===== src/rtl/fft_stage_sequencer.sv =====
// fft_stage_sequencer: stage/butterfly address sequencer for an in-place radix-2 DIT FFT
module fft_stage_sequencer #(
  parameter int LOG2N = 3,
  parameter int LAT = 3,
  localparam int SW = (LOG2N > 1) ? $clog2(LOG2N) : 1
) (
  input  logic             clk,
  input  logic             rst_n,
  input  logic             sclr,
  input  logic             start,
  output logic             busy,
  output logic             done,
  output logic             rd_en,
  output logic [LOG2N-1:0] rd_addr_a,
  output logic [LOG2N-1:0] rd_addr_b,
  output logic [LOG2N-2:0] tw_addr,
  output logic             wr_en,
  output logic [LOG2N-1:0] wr_addr_a,
  output logic [LOG2N-1:0] wr_addr_b,
  output logic [SW-1:0]    stage
);
  localparam int JW = LOG2N - 1;
  localparam int TW = LOG2N - 1;
  localparam int DW = (LAT > 1) ? $clog2(LAT) : 1;
  localparam logic [JW-1:0] JMAX = JW'((1 << JW) - 1);
  localparam logic [DW-1:0] DMAX = DW'(LAT - 1);
  localparam logic [SW-1:0] SMAX = SW'(LOG2N - 1);

  typedef enum logic [1:0] {IDLE, ISSUE, DRAIN, FINISH} state_t;

  state_t           state_q, state_d;
  logic [JW-1:0]    j_q, j_d;
  logic [SW-1:0]    s_q, s_d;
  logic [DW-1:0]    cnt_q, cnt_d;
  logic             busy_q, busy_d, done_q, done_d, rd_en_q, rd_en_d;
  logic [LOG2N-1:0] ra_q, ra_d, rb_q, rb_d, jx, mk;
  logic [TW-1:0]    tw_q, tw_d;
  logic             wv_q [LAT];
  logic             wv_d [LAT];
  logic [LOG2N-1:0] wa_q [LAT];
  logic [LOG2N-1:0] wa_d [LAT];
  logic [LOG2N-1:0] wb_q [LAT];
  logic [LOG2N-1:0] wb_d [LAT];

  // FSM next state: issue N/2 butterflies, drain LAT cycles, repeat per stage, then pulse done
  always_comb begin
    state_d = state_q;
    j_d     = j_q;
    s_d     = s_q;
    cnt_d   = cnt_q;
    rd_en_d = 1'b0;
    done_d  = 1'b0;
    case (state_q)
      IDLE:
        if (start) begin
          state_d = ISSUE;
          j_d     = '0;
          s_d     = '0;
          rd_en_d = 1'b1;
        end
      ISSUE:
        if (j_q == JMAX) begin
          state_d = DRAIN;
          cnt_d   = '0;
        end else begin
          j_d     = j_q + 1'b1;
          rd_en_d = 1'b1;
        end
      DRAIN:
        if (cnt_q != DMAX) cnt_d = cnt_q + 1'b1;
        else if (s_q == SMAX) begin
          state_d = FINISH;
          done_d  = 1'b1;
        end else begin
          state_d = ISSUE;
          s_d     = s_q + 1'b1;
          j_d     = '0;
          rd_en_d = 1'b1;
        end
      default: state_d = IDLE;
    endcase
    if (sclr) begin
      state_d = IDLE;
      j_d     = '0;
      s_d     = '0;
      cnt_d   = '0;
      rd_en_d = 1'b0;
      done_d  = 1'b0;
    end
    busy_d = (state_d == ISSUE) || (state_d == DRAIN);
  end

  // Butterfly addresses for the next issued j, plus the write-back delay line
  always_comb begin
    jx   = {1'b0, j_d};
    mk   = (LOG2N'(1) << s_d) - LOG2N'(1);
    ra_d = sclr ? '0 : ((((jx >> s_d) << s_d) << 1) | (jx & mk));
    rb_d = sclr ? '0 : ra_d + (LOG2N'(1) << s_d);
    tw_d = sclr ? '0 : TW'((jx & mk) << (TW - int'(s_d)));
    wv_d[0] = sclr ? 1'b0 : rd_en_q;
    wa_d[0] = sclr ? '0 : ra_q;
    wb_d[0] = sclr ? '0 : rb_q;
    for (int i = 1; i < LAT; i++) begin
      wv_d[i] = sclr ? 1'b0 : wv_q[i-1];
      wa_d[i] = sclr ? '0 : wa_q[i-1];
      wb_d[i] = sclr ? '0 : wb_q[i-1];
    end
  end

  // State, counters, registered outputs and delay line
  always_ff @(posedge clk or negedge rst_n) begin
    if (!rst_n) begin
      state_q <= IDLE;
      j_q     <= '0;
      s_q     <= '0;
      cnt_q   <= '0;
      busy_q  <= 1'b0;
      done_q  <= 1'b0;
      rd_en_q <= 1'b0;
      ra_q    <= '0;
      rb_q    <= '0;
      tw_q    <= '0;
      for (int i = 0; i < LAT; i++) begin
        wv_q[i] <= 1'b0;
        wa_q[i] <= '0;
        wb_q[i] <= '0;
      end
    end else begin
      state_q <= state_d;
      j_q     <= j_d;
      s_q     <= s_d;
      cnt_q   <= cnt_d;
      busy_q  <= busy_d;
      done_q  <= done_d;
      rd_en_q <= rd_en_d;
      ra_q    <= ra_d;
      rb_q    <= rb_d;
      tw_q    <= tw_d;
      for (int i = 0; i < LAT; i++) begin
        wv_q[i] <= wv_d[i];
        wa_q[i] <= wa_d[i];
        wb_q[i] <= wb_d[i];
      end
    end
  end

  assign busy      = busy_q;
  assign done      = done_q;
  assign rd_en     = rd_en_q;
  assign rd_addr_a = ra_q;
  assign rd_addr_b = rb_q;
  assign tw_addr   = tw_q;
  assign wr_en     = wv_q[LAT-1];
  assign wr_addr_a = wa_q[LAT-1];
  assign wr_addr_b = wb_q[LAT-1];
  assign stage     = s_q;
endmodule


===== config.mk =====
export PLATFORM = sky130hd
export DESIGN_NAME = fft_stage_sequencer
export DESIGN_NICKNAME = d
export VERILOG_FILES = /design/src/rtl/fft_stage_sequencer.sv
export SDC_FILE = /design/constraint.sdc
export NUM_CORES = 1
export LEC_CHECK = 0
export ABC_AREA = 0
export CORE_ASPECT_RATIO = 0.9
export CORE_MARGIN = 2
export CORE_UTILIZATION = 50
export CTS_BUF_LIST = sky130_fd_sc_hd__clkbuf_8
export CTS_CLUSTER_DIAMETER = 40
export DETAILED_ROUTE_END_ITERATION = 8
export PLACE_DENSITY = 0.73
export SYNTH_ARGS = -nofsm -noshare
export SYNTH_HDL_FRONTEND = slang
export SYNTH_SLANG_ARGS = --single-unit

===== constraint.sdc =====
create_clock -name clk -period 3.6 [get_ports clk]
set_input_delay 0.72 -clock clk [delete_from_list [all_inputs] [get_ports clk]]
set_output_delay 0.72 -clock clk [all_outputs]
set_load 0.02 [all_outputs]

==> impl_metrics.yaml <==
timing:
  finalCritPeriodShare: 0.907
  hold_viol: 0
  holdWs_ps: 460
  max_freq_ghz: 0.306
  setup_slack_ps: 333
  clock-skew-final_ps: 3.89
  worst-slew-pin-transition_ps: 843
  rsz0062_at_grt: "no"
  slew_violations: 0
  setup_tns_ps: 0
  max-slew-margin-rel: 0.438
  finalCriticalPeriod_ps: 3270
  setup_viol: 0
worst_setup_path:
  critPathKind: "primary input to flop"
  crit_start: "start"
  end_kind: "flop"
  critPathLaunchType: "primary input"
  slowest_stage: "clkdlybuf4s50_1"
  path_max_fanout: 7
  cp_data_arrival_time_ps: 3470
  r2r_start: "cnt_q[0]$_DFFE_PN0P_"
  crit_chain: "clkdlybuf4s50_1, o21ba_2, or2b_4, a21oi_1, inv_1, ha_1, xor2_1, o32a_1, fa_1, xnor2_1, nand2_1, mux2i_1"
  critPathRequiredTime_ps: 3810
  slowest_delay_ps: 440
yosys:
  ys_seq_area_frac: 0.539
  async_flop_share: 1.00
  yosysWarnings: 0
  syn_area_mm2: 0.00186
  ys_types: 46
  synth_nets: 174
  synth_edf_count: 0
  synth_seq_cells: 40
  syn_inst: 161
  syn_avg_cell_area_um2: 11.5
  yosys_most_used_dff: "dfrtp_1"
finish:
  area_growth_pct: 16.3
  final_nets: 195
  antenna_cells: 0
  layout.cells.non_filler: 226
  layout-drive-gt1-share: 0.154
global_routing:
  grt_pass1_wl_um: 4990
  grt_overflow: 0
  grt_max_degree: 41
  grt_use_total: 0.166
  grt_pass1_vias: 1129
  antenna_found_initial: 0
min_path:
  min-delay-start: "wa_q[5]$_DFF_PN0_"
  hold_class: "flop to flop"
clock_tree:
  clock_latency_ps: 280
  clock-root-buffer: "clkbuf_8"
  post_cts_buffers: 0
  cts_tree: "yes"
  clk_pin_slew_ps: 70
  cts.sinks: 40
  ctsResizeCount: 0
  hold_buffers: 0
  numCtsBuffers: 5
  cts_max_level: 2
  clockBufferDepth: 2
routing:
  antenna_left: 0
  dr.first_iter.drc_count: 57
  routed_via_density: 5.12
  remaining_drc_errors: 0
  firstDrtPassIters: 4
  totalWireLength_um: 2920
  wire_per_inst_um: 12.9
  vias: 1156
pwr:
  p_leak_nw: 0.988
  power_density_mw_per_mm2: 369
  ir_worst_vdd_mv: 0.281
  finalPower_w: 0.000798
placement:
  dp_hpwl_um: 2120
  gp_congestion: 0.899
  pre_cts_slack_ps: 54.7
  dp_cells: 219
  io_buffers: 23
floorplan:
  die_x_um: 68.3
  die_h_um: 61.8
  start_util: 0.534
  coreArea_mm2: 0.00348
  io_pins: 24
  die-area_mm2: 0.00422
  fp-row-count: 20
run:
  maxCapViolations: 0
outcome:
  outcome: "finished, final reports clean"
-- kinds of logic after synthesis --
kind of cell	synth area share
simple gates	0.199
fa+ha+maj	0.0646
xor+xnor	0.00943
flops	0.539
mux	0.00539
buf+inv	0.0653
compound gates	0.118
-- worst max-delay path, delay by kind of cell --
family / cells / cell delay (ps)
multiplexers: 1 / 130
AND/OR/NAND/NOR: 2 / 340
buffers and inverters: 2 / 540
adder cells (fa/ha/maj): 2 / 720
AO/OA/AOI/OAI: 3 / 650
XOR/XNOR: 2 / 380
-- layer usage --
metal,wire [um],global-route usage,vias to the layer above
met5,0,0,-
met4,70,0.0857,0
met3,120,0.0450,8
met2,1370,0.273,27
met1,1360,0.203,545
li1,-,-,576
-- registers in the layout (all words and copies together), names as in the netlist --
signal and cells:
busy 1, cnt_q 2, done 1, j_q 2, rd_addr_a 3, rd_addr_b 3, rd_en 1, stage 2
state_q 2, tw_addr 2, wa_q 6, wb_q 6, wr_addr_a 3, wr_addr_b 3, wr_en 1, wv_q 2
-- worst paths after layout --
check                                    endpoint  slack [ps]  cells after the start
max in group asynchronous       wb_q[7]$_DFF_PN0_        2530                      1
hold reg to reg            wr_addr_a[2]$_DFF_PN0_         460                      1
min in group asynchronous          done$_DFF_PN0_         540                      1
setup / recovery           rd_addr_b[2]$_DFF_PN0_         330                     12
hold / removal             wr_addr_a[2]$_DFF_PN0_         460                      1
setup reg to reg           rd_addr_b[2]$_DFF_PN0_         560                     13
-- final cells by class --
class,instances,area (um2)
fillers,278,1320
flip-flops and latches,40,1000
multi-input cells,98,736
repair buffers,26,248
clock buffers,5,68.8
well taps,44,55.1
inverters,11,43.8
clock inverters,2,8.76
-- synth_stat cells, types with 2 or more instances --
| cell type | number | area (um2) |
|---|---|---|
| nor2b_1 | 24 | 150 |
| nand3b_1 | 2 | 15.0 |
| ha_1 | 8 | 100 |
| buf_4 | 6 | 45.0 |
| nand2_1 | 8 | 30.0 |
| nor3_1 | 2 | 10.0 |
| nand3_1 | 2 | 10.0 |
| clkbuf_1 | 3 | 11.3 |
| dfrtp_1 | 40 | 1000 |
| a21oi_1 | 4 | 20.0 |
| inv_1 | 9 | 33.8 |
| o21ai_2 | 5 | 43.8 |
| buf_2 | 2 | 10.0 |
| nor2_1 | 6 | 22.5 |
| o2111ai_1 | 3 | 26.3 |
| nand2b_1 | 5 | 31.3 |
| a21o_1 | 3 | 22.5 |
-- report_power, final --
group	switching (W)	leakage, nW	internal, W
sequential	0.00000774	0.548	0.000461
combinational	0.0000377	0.394	0.0000275
clock	0.000136	0.0452	0.000129
-- cell usage in the layout (no fill, tap or decap), types with 2 or more instances in the layout --
cell type and count:
a21o_1 3, inv_1 10, nor2_1 6, a21oi_1 4
buf_4 3, dfrtp_1 40, ha_1 8, o21ai_2 5
o2111ai_1 3, nor3_1 2, clkbuf_8 5, nand2b_1 5
nand2_1 8, nand3b_1 2, nor2b_1 24, clkdlybuf4s50_1 22
nand3_1 2
-- stage by stage --
step | cell area, um2 | util
CTS | 2160 | 0.621
finish | 2160 | 0.621
global route | 2160 | 0.621
detailed placement | 2080 | 0.599
floorplan | 1860 | -
global placement | 2080 | 0.599
(Power assumes the default switching activity.)
==> RTL edit, RTL diff (config.mk and constraints unchanged) <==
The 4 states of `state_t` get a one-hot encoding in 4 bits.
--- a/src/rtl/fft_stage_sequencer.sv
+++ b/src/rtl/fft_stage_sequencer.sv
@@ -27,5 +27,5 @@
   localparam logic [SW-1:0] SMAX = SW'(LOG2N - 1);
 
-  typedef enum logic [1:0] {IDLE, ISSUE, DRAIN, FINISH} state_t;
+  typedef enum logic [3:0] {IDLE = 4'b0001, ISSUE = 4'b0010, DRAIN = 4'b0100, FINISH = 4'b1000} state_t;
 
   state_t           state_q, state_d;
Function: no difference found for any inputs over 10 cycles, from zero or initial values and one cycle with rst_n low; not proved beyond that.
==> RTL edit against the unedited design <==
Synthesized area down 0.34%; total power up 12%; non-clock buffer count up 6; setup slack worse by 200 ps; worst hold slack better by 1.7 ps; largest power group unchanged; design area up 3.9%; wire length up 6.2%; sequential cell count up 2.
==> RTL edit: results (changes against the unedited design) <==
hold_path:
  hold_path_end: "wa_q[3]"
  min_from: "wa_q[6]"
yosys:
  synth-seq-area-share_pct: 56.8  # +3.0 points
  synthTopCellsByArea: "dfrtp_1 (55%), nor2b_1 (8.1%), ha_1 (5.4%)"
  async_flop_share_pct: 100  # unchanged
  synthTopCellsByCount: "dfrtp_1 (41), nor2b_1 (24), nor2_1 (13), inv_1 (10), ha_1 (8)"
  synth.distinct_cells: 40  # -13%
  syn_nets: 172  # -1.1%
global_route:
  first_global_vias: 1185  # +5.0%
  grt_first_pass_wirelength_um: 5240  # +5.1%
  grt_max_degree: 43  # +4.9%
  grtUsageTotal_pct: 17.4  # +0.77 points
sta:
  whs_ps: 462  # +1.74 ps
  period_minus_slack_ps: 3470  # +205 ps
  max_slew_margin_pct: 39.8  # -4.0 points
  fin_skew_ps: 4.08  # +0.185 ps
drt:
  wl_met2_um: 1570  # +14%
  via_per_inst: 5.18  # +1.2%
  drt_iter0_drc: 93  # +63%
  wl_met1_um: 1380  # +1.8%
  routed-wl-met3_um: 119  # -0.83%
  highest_layer: "met4"
  wl_per_cell_um: 13.4  # +3.4%
worst_setup_path:
  worstPathMaxFanout: 3  # -4
  startpoint: "start"
  arrival_ps: 3650  # +180 ps
  timing.rr.start: "state_q[1]"
  reg2reg_slack_ps: 370  # -190 ps
place:
  placed_cell_area_sq_mm: 0.00213  # +2.5%
  gp_congestion: 0.882  # -1.8%
  dpl.hpwl_um: 2150  # +1.5%
  dpl_worst_slack_ps: -135  # -190 ps
layout:
  layout.nets: 200  # +2.6%
  drive_above_1_share_pct: 13.8  # -1.6 points
  top_regs: "wa_q (6), wb_q (6), state_q (4)"
power:
  p_leak_nw: 1.06  # +6.9%
  vdd_drop_max_mv: 0.238  # -15%
  swShare_pct: 21.3  # -1.4 points
outcome:
  status: "finished clean"
RTL edit: cell types whose count changed after synthesis, moves of 3 or more:
cell	change
o22ai_1	+3
o21ai_2	-5
a31oi_1	+3
nand2_1	-3
o2111ai_1	-3
nor2_1	+7
RTL edit: power groups by stage:
stage	combinational (mW)	sequential, mW	clock, mW
2_1_floorplan	0.0241	0.495	0
3_3_place_gp	0.0523	0.493	0
3_5_place_dp	0.0534	0.493	0
4_1_cts	0.0534	0.484	0.370
5_1_grt	0.0588	0.485	0.395
6_report	0.0525	0.484	0.360
RTL edit: cell families (layout without fill, tap and decap cells):
group                    Yosys count  count (layout)  share of synthesized area [%]
adder cells (fa/ha/maj)            9               9                           6.49
XOR/XNOR                           3               3                           1.42
AO/OA/AOI/OAI                     19              19                           7.23
flip-flops                        42              42                           56.8
multiplexers                       4               4                           2.50
AND/OR/NAND/NOR                   61              61                           20.0
buffers and inverters             21              50                           5.54
RTL edit: cell type report:
type / count / area, sq um
flip-flops and latches: 42 / 1050
well taps: 44 / 55.1
repair buffers: 32 / 293
fillers: 267 / 1210
multi-input cells: 96 / 697
clock inverters: 3 / 41.3
inverters: 10 / 37.5
clock buffers: 5 / 68.8
RTL edit: metal layers:
metal | global-route usage [%] | vias up
met5 | 0 | -
met1 | 22.1 | 591
li1 | - | 577
met3 | 6.49 | 4
met4 | 7.14 | 0
met2 | 27.2 | 29
RTL edit: critical path: stages:
cell and delay (ps):
clkdlybuf4s50_1 410, and3b_1 200, or4_1 480, o311a_2 170
ha_1 240, nor3_1 270, ha_1 200, inv_1 50
fa_1 370, xor2_1 210, nor2_1 70, mux2_4 260
RTL edit: through the flow:
step / instances / setup TNS, ps
floorplan: 159 / 0
global placement: 224 / -20.6
detailed placement: 224 / -135
CTS: 232 / 0
global route: 232 / 0
finish: 232 / 0
